<file path="config.mk">
export PLATFORM = sky130hd
export DESIGN_NAME = cla_add_sched_flat
export DESIGN_NICKNAME = d
export VERILOG_FILES = /design/src/rtl/cla_add_sched_if.sv /design/src/rtl/cla_add_sched.sv /design/src/flat_wrapper.sv
export SDC_FILE = /design/constraint.sdc
export NUM_CORES = 1
export LEC_CHECK = 0
export BUFFER_PORTS_ARGS = -buffer_cell sky130_fd_sc_hd__buf_2
export CORE_MARGIN = 2
export CORE_UTILIZATION = 54
export CTS_BUF_LIST = sky130_fd_sc_hd__clkbuf_4 sky130_fd_sc_hd__clkbuf_8
export DETAILED_ROUTE_END_ITERATION = 6
export GPL_ROUTABILITY_DRIVEN = 0
export PLACE_DENSITY_LB_ADDON = 0.05
export SKIP_LAST_GASP = 1
export SLEW_MARGIN = 10
export SYNTH_ARGS = -nofsm -noshare
export SYNTH_HDL_FRONTEND = slang
export SYNTH_SLANG_ARGS = --single-unit
</file>
<file path="constraint.sdc">
create_clock -name clk -period 3.2 [get_ports clk]
set_input_delay 0.48 -clock clk [delete_from_list [all_inputs] [get_ports clk]]
set_output_delay 0.48 -clock clk [all_outputs]
set_load 0.1 [all_outputs]
</file>
<file path="src/rtl/cla_add_sched_if.sv">
// Request/result bundle for the nibble-serial add/sub scheduler.
// Two requesters on one side, one result consumer on the other.
interface cla_add_sched_if #(
  parameter int NIBBLES = 4
);
  localparam int W = 4 * NIBBLES;

  logic         req0_valid;
  logic         req0_ready;
  logic [W-1:0] req0_a;
  logic [W-1:0] req0_b;
  logic         req0_sub;

  logic         req1_valid;
  logic         req1_ready;
  logic [W-1:0] req1_a;
  logic [W-1:0] req1_b;
  logic         req1_sub;

  logic         res_valid;
  logic         res_ready;
  logic [W-1:0] res_sum;
  logic         res_cout;
  logic         res_ovf;
  logic         res_id;

  // Block side
  modport slave (
    input  req0_valid, req0_a, req0_b, req0_sub,
    output req0_ready,
    input  req1_valid, req1_a, req1_b, req1_sub,
    output req1_ready,
    output res_valid, res_sum, res_cout, res_ovf, res_id,
    input  res_ready
  );

  // Requester/consumer side
  modport master (
    output req0_valid, req0_a, req0_b, req0_sub,
    input  req0_ready,
    output req1_valid, req1_a, req1_b, req1_sub,
    input  req1_ready,
    input  res_valid, res_sum, res_cout, res_ovf, res_id,
    output res_ready
  );
endinterface

</file>
<file path="src/rtl/cla_add_sched.sv">
// Two-requester add/sub unit that time-shares a single 4-bit
// carry-lookahead nibble adder, walking the operands LSB nibble first.
// Round-robin arbitration in IDLE, NIBBLES cycles of RUN, then the result
// is held in DONE until the consumer takes it.
module cla_add_sched #(
  parameter int NIBBLES = 4
) (
  input logic             clk,
  input logic             rst_n,
  cla_add_sched_if.slave  bus
);
  localparam int W  = 4 * NIBBLES;
  localparam int KW = (NIBBLES > 1) ? $clog2(NIBBLES) : 1;

  typedef enum logic [1:0] {IDLE, RUN, DONE} state_t;

  state_t        r_state;
  logic [W-1:0]  r_a;
  logic [W-1:0]  r_b;        // already inverted for subtract
  logic [W-1:0]  r_sum;
  logic          r_carry;
  logic [KW-1:0] r_k;
  logic          r_id;
  logic          r_last;     // requester granted most recently

  // Arbitration: a lone valid wins; on a tie the one not granted last wins.
  logic w_gnt0, w_gnt1, w_idle, w_acc0, w_acc1;
  assign w_gnt0 = bus.req0_valid & (~bus.req1_valid | r_last);
  assign w_gnt1 = bus.req1_valid & (~bus.req0_valid | ~r_last);
  // Readys are held low while reset is asserted so nothing looks accepted.
  assign w_idle = (r_state == IDLE) & rst_n;
  assign bus.req0_ready = w_idle & w_gnt0;
  assign bus.req1_ready = w_idle & w_gnt1;
  assign w_acc0 = bus.req0_ready;   // ready implies valid
  assign w_acc1 = bus.req1_ready;

  // Operand mux for the accepted requester.
  logic [W-1:0] w_in_a, w_in_b;
  logic         w_in_sub;
  assign w_in_a   = w_acc1 ? bus.req1_a   : bus.req0_a;
  assign w_in_b   = w_acc1 ? bus.req1_b   : bus.req0_b;
  assign w_in_sub = w_acc1 ? bus.req1_sub : bus.req0_sub;

  // Current nibble slice.
  logic [KW+1:0] w_base;
  logic [3:0]    w_na, w_nb, w_g, w_p, w_ns;
  logic [4:0]    w_c;
  assign w_base = {r_k, 2'b00};
  assign w_na   = r_a[w_base +: 4];
  assign w_nb   = r_b[w_base +: 4];

  // 4-bit carry-lookahead: every carry is a flat sum of generate/propagate
  // products so no carry ripples through a previous bit's result.
  assign w_g    = w_na & w_nb;
  assign w_p    = w_na ^ w_nb;
  assign w_c[0] = r_carry;
  assign w_c[1] = w_g[0] | (w_p[0] & w_c[0]);
  assign w_c[2] = w_g[1] | (w_p[1] & w_g[0]) | (w_p[1] & w_p[0] & w_c[0]);
  assign w_c[3] = w_g[2] | (w_p[2] & w_g[1]) | (w_p[2] & w_p[1] & w_g[0])
                | (w_p[2] & w_p[1] & w_p[0] & w_c[0]);
  assign w_c[4] = w_g[3] | (w_p[3] & w_g[2]) | (w_p[3] & w_p[2] & w_g[1])
                | (w_p[3] & w_p[2] & w_p[1] & w_g[0])
                | (w_p[3] & w_p[2] & w_p[1] & w_p[0] & w_c[0]);
  assign w_ns   = w_p ^ w_c[3:0];

  // Control FSM and datapath registers.
  always_ff @(posedge clk) begin
    if (!rst_n) begin
      r_state <= IDLE;
      r_a     <= '0;
      r_b     <= '0;
      r_sum   <= '0;
      r_carry <= 1'b0;
      r_k     <= '0;
      r_id    <= 1'b0;
      r_last  <= 1'b1;
    end else begin
      case (r_state)
        IDLE: begin
          if (w_acc0 | w_acc1) begin
            r_a     <= w_in_a;
            r_b     <= w_in_sub ? ~w_in_b : w_in_b;
            r_carry <= w_in_sub;             // +1 completes two's complement
            r_k     <= '0;
            r_id    <= w_acc1;
            r_last  <= w_acc1;
            r_state <= RUN;
          end
        end
        RUN: begin
          r_sum[w_base +: 4] <= w_ns;
          r_carry            <= w_c[4];
          r_k                <= r_k + 1'b1;
          if (r_k == KW'(NIBBLES - 1)) r_state <= DONE;
        end
        DONE: begin
          if (bus.res_ready) r_state <= IDLE;
        end
        default: r_state <= IDLE;
      endcase
    end
  end

  // Result outputs read zero unless a result is being presented.
  logic w_done;
  assign w_done        = (r_state == DONE);
  assign bus.res_valid = w_done;
  assign bus.res_sum   = w_done ? r_sum : '0;
  assign bus.res_cout  = w_done & r_carry;
  assign bus.res_ovf   = w_done & (r_a[W-1] == r_b[W-1]) & (r_sum[W-1] != r_a[W-1]);
  assign bus.res_id    = w_done & r_id;
endmodule

</file>
<file path="src/flat_wrapper.sv">
// flat-port wrapper written by rule: the top's interface ports become plain ports
module cla_add_sched_flat 
#(
  parameter int NIBBLES = 4
)
  (clk, rst_n, bus_req0_valid, bus_req0_a, bus_req0_b, bus_req0_sub, bus_req0_ready, bus_req1_valid, bus_req1_a, bus_req1_b, bus_req1_sub, bus_req1_ready, bus_res_valid, bus_res_sum, bus_res_cout, bus_res_ovf, bus_res_id, bus_res_ready);
  cla_add_sched_if #(.NIBBLES(NIBBLES)) bus_i ();
  input logic clk;
  input logic rst_n;
  input wire logic [$bits(bus_i.req0_valid)-1:0] bus_req0_valid;
  input wire logic [$bits(bus_i.req0_a)-1:0] bus_req0_a;
  input wire logic [$bits(bus_i.req0_b)-1:0] bus_req0_b;
  input wire logic [$bits(bus_i.req0_sub)-1:0] bus_req0_sub;
  output wire logic [$bits(bus_i.req0_ready)-1:0] bus_req0_ready;
  input wire logic [$bits(bus_i.req1_valid)-1:0] bus_req1_valid;
  input wire logic [$bits(bus_i.req1_a)-1:0] bus_req1_a;
  input wire logic [$bits(bus_i.req1_b)-1:0] bus_req1_b;
  input wire logic [$bits(bus_i.req1_sub)-1:0] bus_req1_sub;
  output wire logic [$bits(bus_i.req1_ready)-1:0] bus_req1_ready;
  output wire logic [$bits(bus_i.res_valid)-1:0] bus_res_valid;
  output wire logic [$bits(bus_i.res_sum)-1:0] bus_res_sum;
  output wire logic [$bits(bus_i.res_cout)-1:0] bus_res_cout;
  output wire logic [$bits(bus_i.res_ovf)-1:0] bus_res_ovf;
  output wire logic [$bits(bus_i.res_id)-1:0] bus_res_id;
  input wire logic [$bits(bus_i.res_ready)-1:0] bus_res_ready;
  assign bus_i.req0_valid = bus_req0_valid;
  assign bus_i.req0_a = bus_req0_a;
  assign bus_i.req0_b = bus_req0_b;
  assign bus_i.req0_sub = bus_req0_sub;
  assign bus_req0_ready = bus_i.req0_ready;
  assign bus_i.req1_valid = bus_req1_valid;
  assign bus_i.req1_a = bus_req1_a;
  assign bus_i.req1_b = bus_req1_b;
  assign bus_i.req1_sub = bus_req1_sub;
  assign bus_req1_ready = bus_i.req1_ready;
  assign bus_res_valid = bus_i.res_valid;
  assign bus_res_sum = bus_i.res_sum;
  assign bus_res_cout = bus_i.res_cout;
  assign bus_res_ovf = bus_i.res_ovf;
  assign bus_res_id = bus_i.res_id;
  assign bus_i.res_ready = bus_res_ready;
  cla_add_sched #(.NIBBLES(NIBBLES)) u_core (.clk(clk), .rst_n(rst_n), .bus(bus_i));
endmodule
</file>
==> flow_metrics.tcl, run 1 <==
set metrics [dict create \
    status "complete, no violations" \
    grt_pass1_vias 2527 \
    vias_per_cell 5.53 \
    drive_above_1_share_pct 28.0 \
    final.min_clock_period_ps 2850 \
    ys_ff_latch 55 \
    slew_headroom_pct 47.5 \
    ys_seq_area_share_pct 33.4 \
    synth_cells 369 \
    grt_max_degree 61 \
    fin_skew_ps 6.75 \
    post_cts_hold_buffer_count 0 \
    syn2layout_area_growth_pct 18.1 \
    io_buffers 92 \
    clkTransAtPathRegs_ps 100 \
    yosysTopAreaCell "dfxtp_1" \
    wl_um 7420 \
    vias 2887 \
    worst_ep_arrival_time_ps 3100 \
    final.setup.tns_ps 0 \
    dpl.hpwl_um 5520 \
    peakVddDrop_mv 0.265 \
    grt_usage_pct 22.8 \
    startpoint_type "flop" \
    period_share_pct 89.1 \
    die_area_sq_um 6740 \
    ys_types 48 \
    internal_power_uw 1120 \
    drcViolationCount 0 \
    post_cts_buffers 0 \
    cts_tree "done" \
    synth_nets 451 \
    cts_made_buffers 5 \
    cp_data_required_time_ps 3450 \
    grt_first_pass_wirelength_um 11900 \
    async_flop_share_pct 0 \
    cts_resized 0 \
    avgSynthCellArea_sq_um 8.92 \
    p_leak_uw 0.00168 \
    cts_root_buffer "clkbuf_8" \
    ios 93 \
    htreeDepth 2 \
    fin_cells 522 \
    start_util_pct 55.6 \
    worst_pin_slew_ps 786 \
    cts_buffer_depth 2 \
    final-setup-viol-count 0 \
    hold_violations 0 \
    crit_type "flop to flop" \
    synth_top_area_share_pct 33.4 \
    power_density_nw_per_um2 405 \
    antenna_found_initial 0 \
    maxCapViolations 0 \
    netlist_area_sq_um 3290 \
    wire_per_inst_um 14.2 \
    sw_frac_of_total_pct 29.1 \
    finalMaxSlewViolations 0 \
    placed_cells 514 \
    ys_top_cells_by_area "dfxtp_1 33%, mux4_2 5.5%, o21ai_0 5.0%" \
    synth_flop_cell "dfxtp_1" \
    ys.warnings.count 0 \
    seqPwrFrac_pct 50.1 \
    dr.first_iter.drc_count 176 \
    layout.nets 528 \
    drt_pass1_iterations 4 \
    crit_fanout 17 \
    p_sw_uw 457 \
    synth_edf_count 0 \
    power_frac_comb_pct 23.0 \
    fp.dieH_um 82.1 \
    die_w_um 82.1 \
    grt_setup_unrepaired "false" \
    crit_path_end_kind "flop" \
    cts.sinks 55 \
    clkPwrFrac_pct 26.9 \
    hp-class "input pin to flop" \
    worstSkewPairLatency_ps 300 \
    rows 28 \
    fmax_mhz 351 \
    insertedDiodeCount 0 \
    coreArea_sq_um 5920 \
    r2r_slack_ps 350 \
    grt_overflow 0 \
    postRouteAntennaNets 0 \
]
==> cell type report <==
cell class	count	area, sq um
Multi-Input combinational cell	279	2020
Inverter	6	22.5
Timing Repair Buffer	99	543
Sequential cell	55	1100
Clock buffer	8	104
Tap cell	75	93.8
Fill cell	542	2030
==> stage by stage <==
step           hold slack [ps]  instance area (sq um)  worst slack [ps]  utilization [%]  total power, uW
4_1_cts                    447                   3890               346             65.6             1580
6_report                   448                   3890               348             65.6             1570
2_1_floorplan              425                   3290               204                -             1050
5_1_grt                    466                   3890               138             65.6             1660
3_5_place_dp               440                   3780               367             63.9             1170
3_3_place_gp               438                   3780               466             63.9             1160
==> sequential cells by signal, summed over array words and instances (netlist names) <==
register	flops
u_core.r_a	16
u_core.r_b	16
u_core.r_carry	1
u_core.r_id	1
u_core.r_k	2
u_core.r_last	1
u_core.r_state	2
u_core.r_sum	16
==> power by group through the flow <==
stage                     logic [uW]  clock network (uW)  registers [uW]
after global placement           355                   0             804
final                            362                 423             787
after detailed placement         362                   0             803
after global routing             408                 454             795
after CTS                        364                 429             788
after floorplan                  273                   0             775
==> path summary, 6_finish.rpt <==
path / startpoint / end / depth (start not counted)
setup / recovery: u_core.r_k[0] / u_core.r_sum[7] / 6
hold / removal: bus_req1_a[13] / u_core.r_a[13] / 3
setup reg to reg: u_core.r_k[0] / u_core.r_sum[7] / 6
hold reg to reg: u_core.r_id / u_core.r_id / 2
==> cell usage in the layout, fill, tap and decap left out, types with 9 or more instances in the layout <==
master	Yosys	layout
buf_2	9	90
a21oi_1	17	17
ha_1	10	10
a22oi_1	9	9
nand2_1	21	21
xnor2_1	16	16
and2_1	20	20
xor2_1	17	17
o21ai_0	33	33
nand3_1	27	27
dfxtp_1	55	55
nor2b_1	15	15
mux2i_1	16	16
nor2_1	9	9
o211ai_1	16	16
==> per-layer routing <==
layer	track usage, %	vias up	part of all wire [%]
li1	-	1469	-
met1	31.6	1338	46
met4	6.83	0	1.0
met5	0	-	0
met2	36.3	73	48
met3	4.07	7	5.2
==> critical path: stages (launching register included) <==
cell	delay, ps
dfxtp_1	840
mux4_2	640
ha_1	300
a211oi_1	100
o21ba_2	300
or4_1	530
nand3_1	80
==> kinds of logic after synthesis <==
logic type	count (synthesis)	synth area share, %
multiplexers	24	10.3
adder cells (fa/ha/maj)	11	4.41
XOR/XNOR	33	8.78
buffers and inverters	35	5.13
AO/OA/AOI/OAI	90	16.9
flip-flops	55	33.4
AND/OR/NAND/NOR	121	21.0
==> synth_stat cells, types with 2 or more instances <==
master,instances
dfxtp_1,55
o21ai_0,33
nand3_1,27
nand2_1,21
and2_1,20
a21oi_1,17
xor2_1,17
mux2i_1,16
o211ai_1,16
xnor2_1,16
clkbuf_1,15
nor2b_1,15
ha_1,10
a22oi_1,9
buf_2,9
nor2_1,9
mux4_2,8
inv_1,5
nand3b_1,5
a32oi_1,4
nand4_1,4
or4_1,4
buf_6,3
nand2b_1,3
a211oi_1,2
o21ai_1,2
or3b_1,2
or3b_2,2
(Power assumes the default switching activity.)
==> run 2, diff against run 1 <==
--- a/config.mk
+++ b/config.mk
@@ -8,7 +8,7 @@
 export BUFFER_PORTS_ARGS = -buffer_cell sky130_fd_sc_hd__buf_2
 export CORE_MARGIN = 2
 export CORE_UTILIZATION = 54
-export CTS_BUF_LIST = sky130_fd_sc_hd__clkbuf_4 sky130_fd_sc_hd__clkbuf_8
+export CTS_BUF_LIST = sky130_fd_sc_hd__clkbuf_8
 export DETAILED_ROUTE_END_ITERATION = 6
 export GPL_ROUTABILITY_DRIVEN = 0
 export PLACE_DENSITY_LB_ADDON = 0.05
==> run 2 against run 1 <==
Effect of this change: global-route usage stayed put; routed wire length down 0.12%; flip-flop and latch count stayed put; critical endpoint unchanged.
==> flow_metrics.tcl, run 2 (synthesized netlist as in run 1, its figures left out) <==
set metrics [dict create \
    cts_resized 0 \
    clkTransAtPathRegs_ps 90 \
    worstSkewPairLatency_ps 300 \
    final_common_cell "buf_2" \
    drcViolationCount 0 \
    syn2layout_area_growth_pct 17.9 \
    vias 2869 \
    die_w_um 82.1 \
    ios 93 \
    grt_max_degree 61 \
    maxCapViolations 0 \
    cts.sinks 55 \
    hold_violations 0 \
    fin_skew_ps 4.38 \
    r2r_cells 6 \
    final-setup-viol-count 0 \
    grt_overflow 0 \
    period_share_pct 88.7 \
    cts_tree "done" \
    startpoint_type "flop" \
    htreeDepth 2 \
    worst_ep_arrival_time_ps 3090 \
    worstHoldStart "bus_req1_a[13]" \
    io_buffers 92 \
    grt_setup_unrepaired "false" \
    cts_made_buffers 5 \
    crit_fanout 17 \
    slew_headroom_pct 48.1 \
    insertedDiodeCount 0 \
    cts_buffer_depth 2 \
    final.min_clock_period_ps 2840 \
    crit_path_end_kind "flop" \
    layout.nets 528 \
    die_area_sq_um 6740 \
    start_util_pct 55.6 \
    antenna_found_initial 0 \
    crit_type "flop to flop" \
    r2r_start "u_core.r_k[0]" \
    dpl.hpwl_um 5520 \
    p_leak_uw 0.00168 \
    fin_ws_ps 362 \
    rows 28 \
    drt_pass1_iterations 4 \
    top_regs "u_core.r_a: 16 flops, u_core.r_b: 16 flops, u_core.r_sum: 16 flops" \
    mostFrequentLayoutCells "90 x buf_2, 55 x dfxtp_1, 33 x o21ai_0" \
    vias_per_cell 5.50 \
    grt_busiest_layer "met2" \
    hold_depth 3 \
    peakVddDrop_mv 0.266 \
    finalMaxSlewViolations 0 \
    status "complete, no violations" \
    r2r_end "u_core.r_sum[7]" \
    wl_um 7410 \
    r2r_slack_ps 360 \
    hp-class "input pin to flop" \
    worst_pin_slew_ps 778 \
    coreArea_sq_um 5920 \
    drive_above_1_share_pct 27.7 \
    met1_usage_pct 31.7 \
    grt_first_pass_wirelength_um 11900 \
    use_met2_pct 36.2 \
    post_cts_buffers 0 \
    grt_pass1_vias 2530 \
    wire_per_inst_um 14.2 \
    dr.first_iter.drc_count 214 \
    dp_slack_ps 367 \
    holdPathEnd "u_core.r_a[13]" \
    final.setup.tns_ps 0 \
    fp.dieH_um 82.1 \
    use_met3_pct 4.07 \
    power_density_nw_per_um2 402 \
    cp_data_required_time_ps 3450 \
    post_cts_hold_buffer_count 0 \
    postRouteAntennaNets 0 \
    cts_root_buffer "clkbuf_8" \
    grt_usage_pct 22.8 \
    fmax_mhz 352 \
]
-- run 2: cell count changes in the layout (fill, tap and decap cells not counted) --
cell	delta
clkbuf_4	-1
inv_1	+1
-- run 2: area by class of cell --
type | instances | area [sq um]
fillers | 544 | 2040
multi-input cells | 279 | 2020
flip-flops and latches | 55 | 1100
repair buffers | 99 | 543
clock buffers | 7 | 96.3
well taps | 75 | 93.8
inverters | 6 | 22.5
clock inverters | 1 | 3.75
-- run 2: worst max-delay path by stage --
stage                            startpoint              end  slack, ps  depth (start not counted)
after CTS                     u_core.r_k[0]  u_core.r_sum[7]        350                          6
after global routing          u_core.r_k[0]  u_core.r_sum[2]        140                          6
after floorplan           u_core.r_state[1]      bus_res_ovf        200                          4
after detailed placement      u_core.r_k[0]  u_core.r_sum[7]        370                          6
final                         u_core.r_k[0]  u_core.r_sum[7]        360                          6
after global placement        u_core.r_k[0]  u_core.r_sum[7]        470                          6
-- run 2: power breakdown --
group / total (uW) / internal [uW] / switching, uW
clock: 410 / 195 / 215
sequential: 788 / 739 / 48.7
combinational: 362 / 170 / 192
-- run 2: stage by stage --
step / utilization [%] / power (uW) / hold WS [ps] / cell area [sq um] / std cells
after global routing: 65.6 / 1650 / 466 / 3880 / 522
after floorplan: - / 1050 / 425 / 3290 / 369
after detailed placement: 63.9 / 1170 / 440 / 3780 / 514
final: 65.6 / 1560 / 448 / 3880 / 522
after global placement: 63.9 / 1160 / 438 / 3780 / 514
after CTS: 65.6 / 1570 / 447 / 3880 / 522
-- run 2: routing by layer --
layer	vias up	routed length, um
li1	1469	-
met1	1323	3440
met2	70	3540
met3	7	355
met4	0	75
met5	-	0
-- run 2: worst max-delay path: stages, from the launching register on --
cell and delay [ps]:
dfxtp_1 840, mux4_2 640, ha_1 300, a211oi_1 100, o21ba_2 300, or4_1 520, nand3_1 80
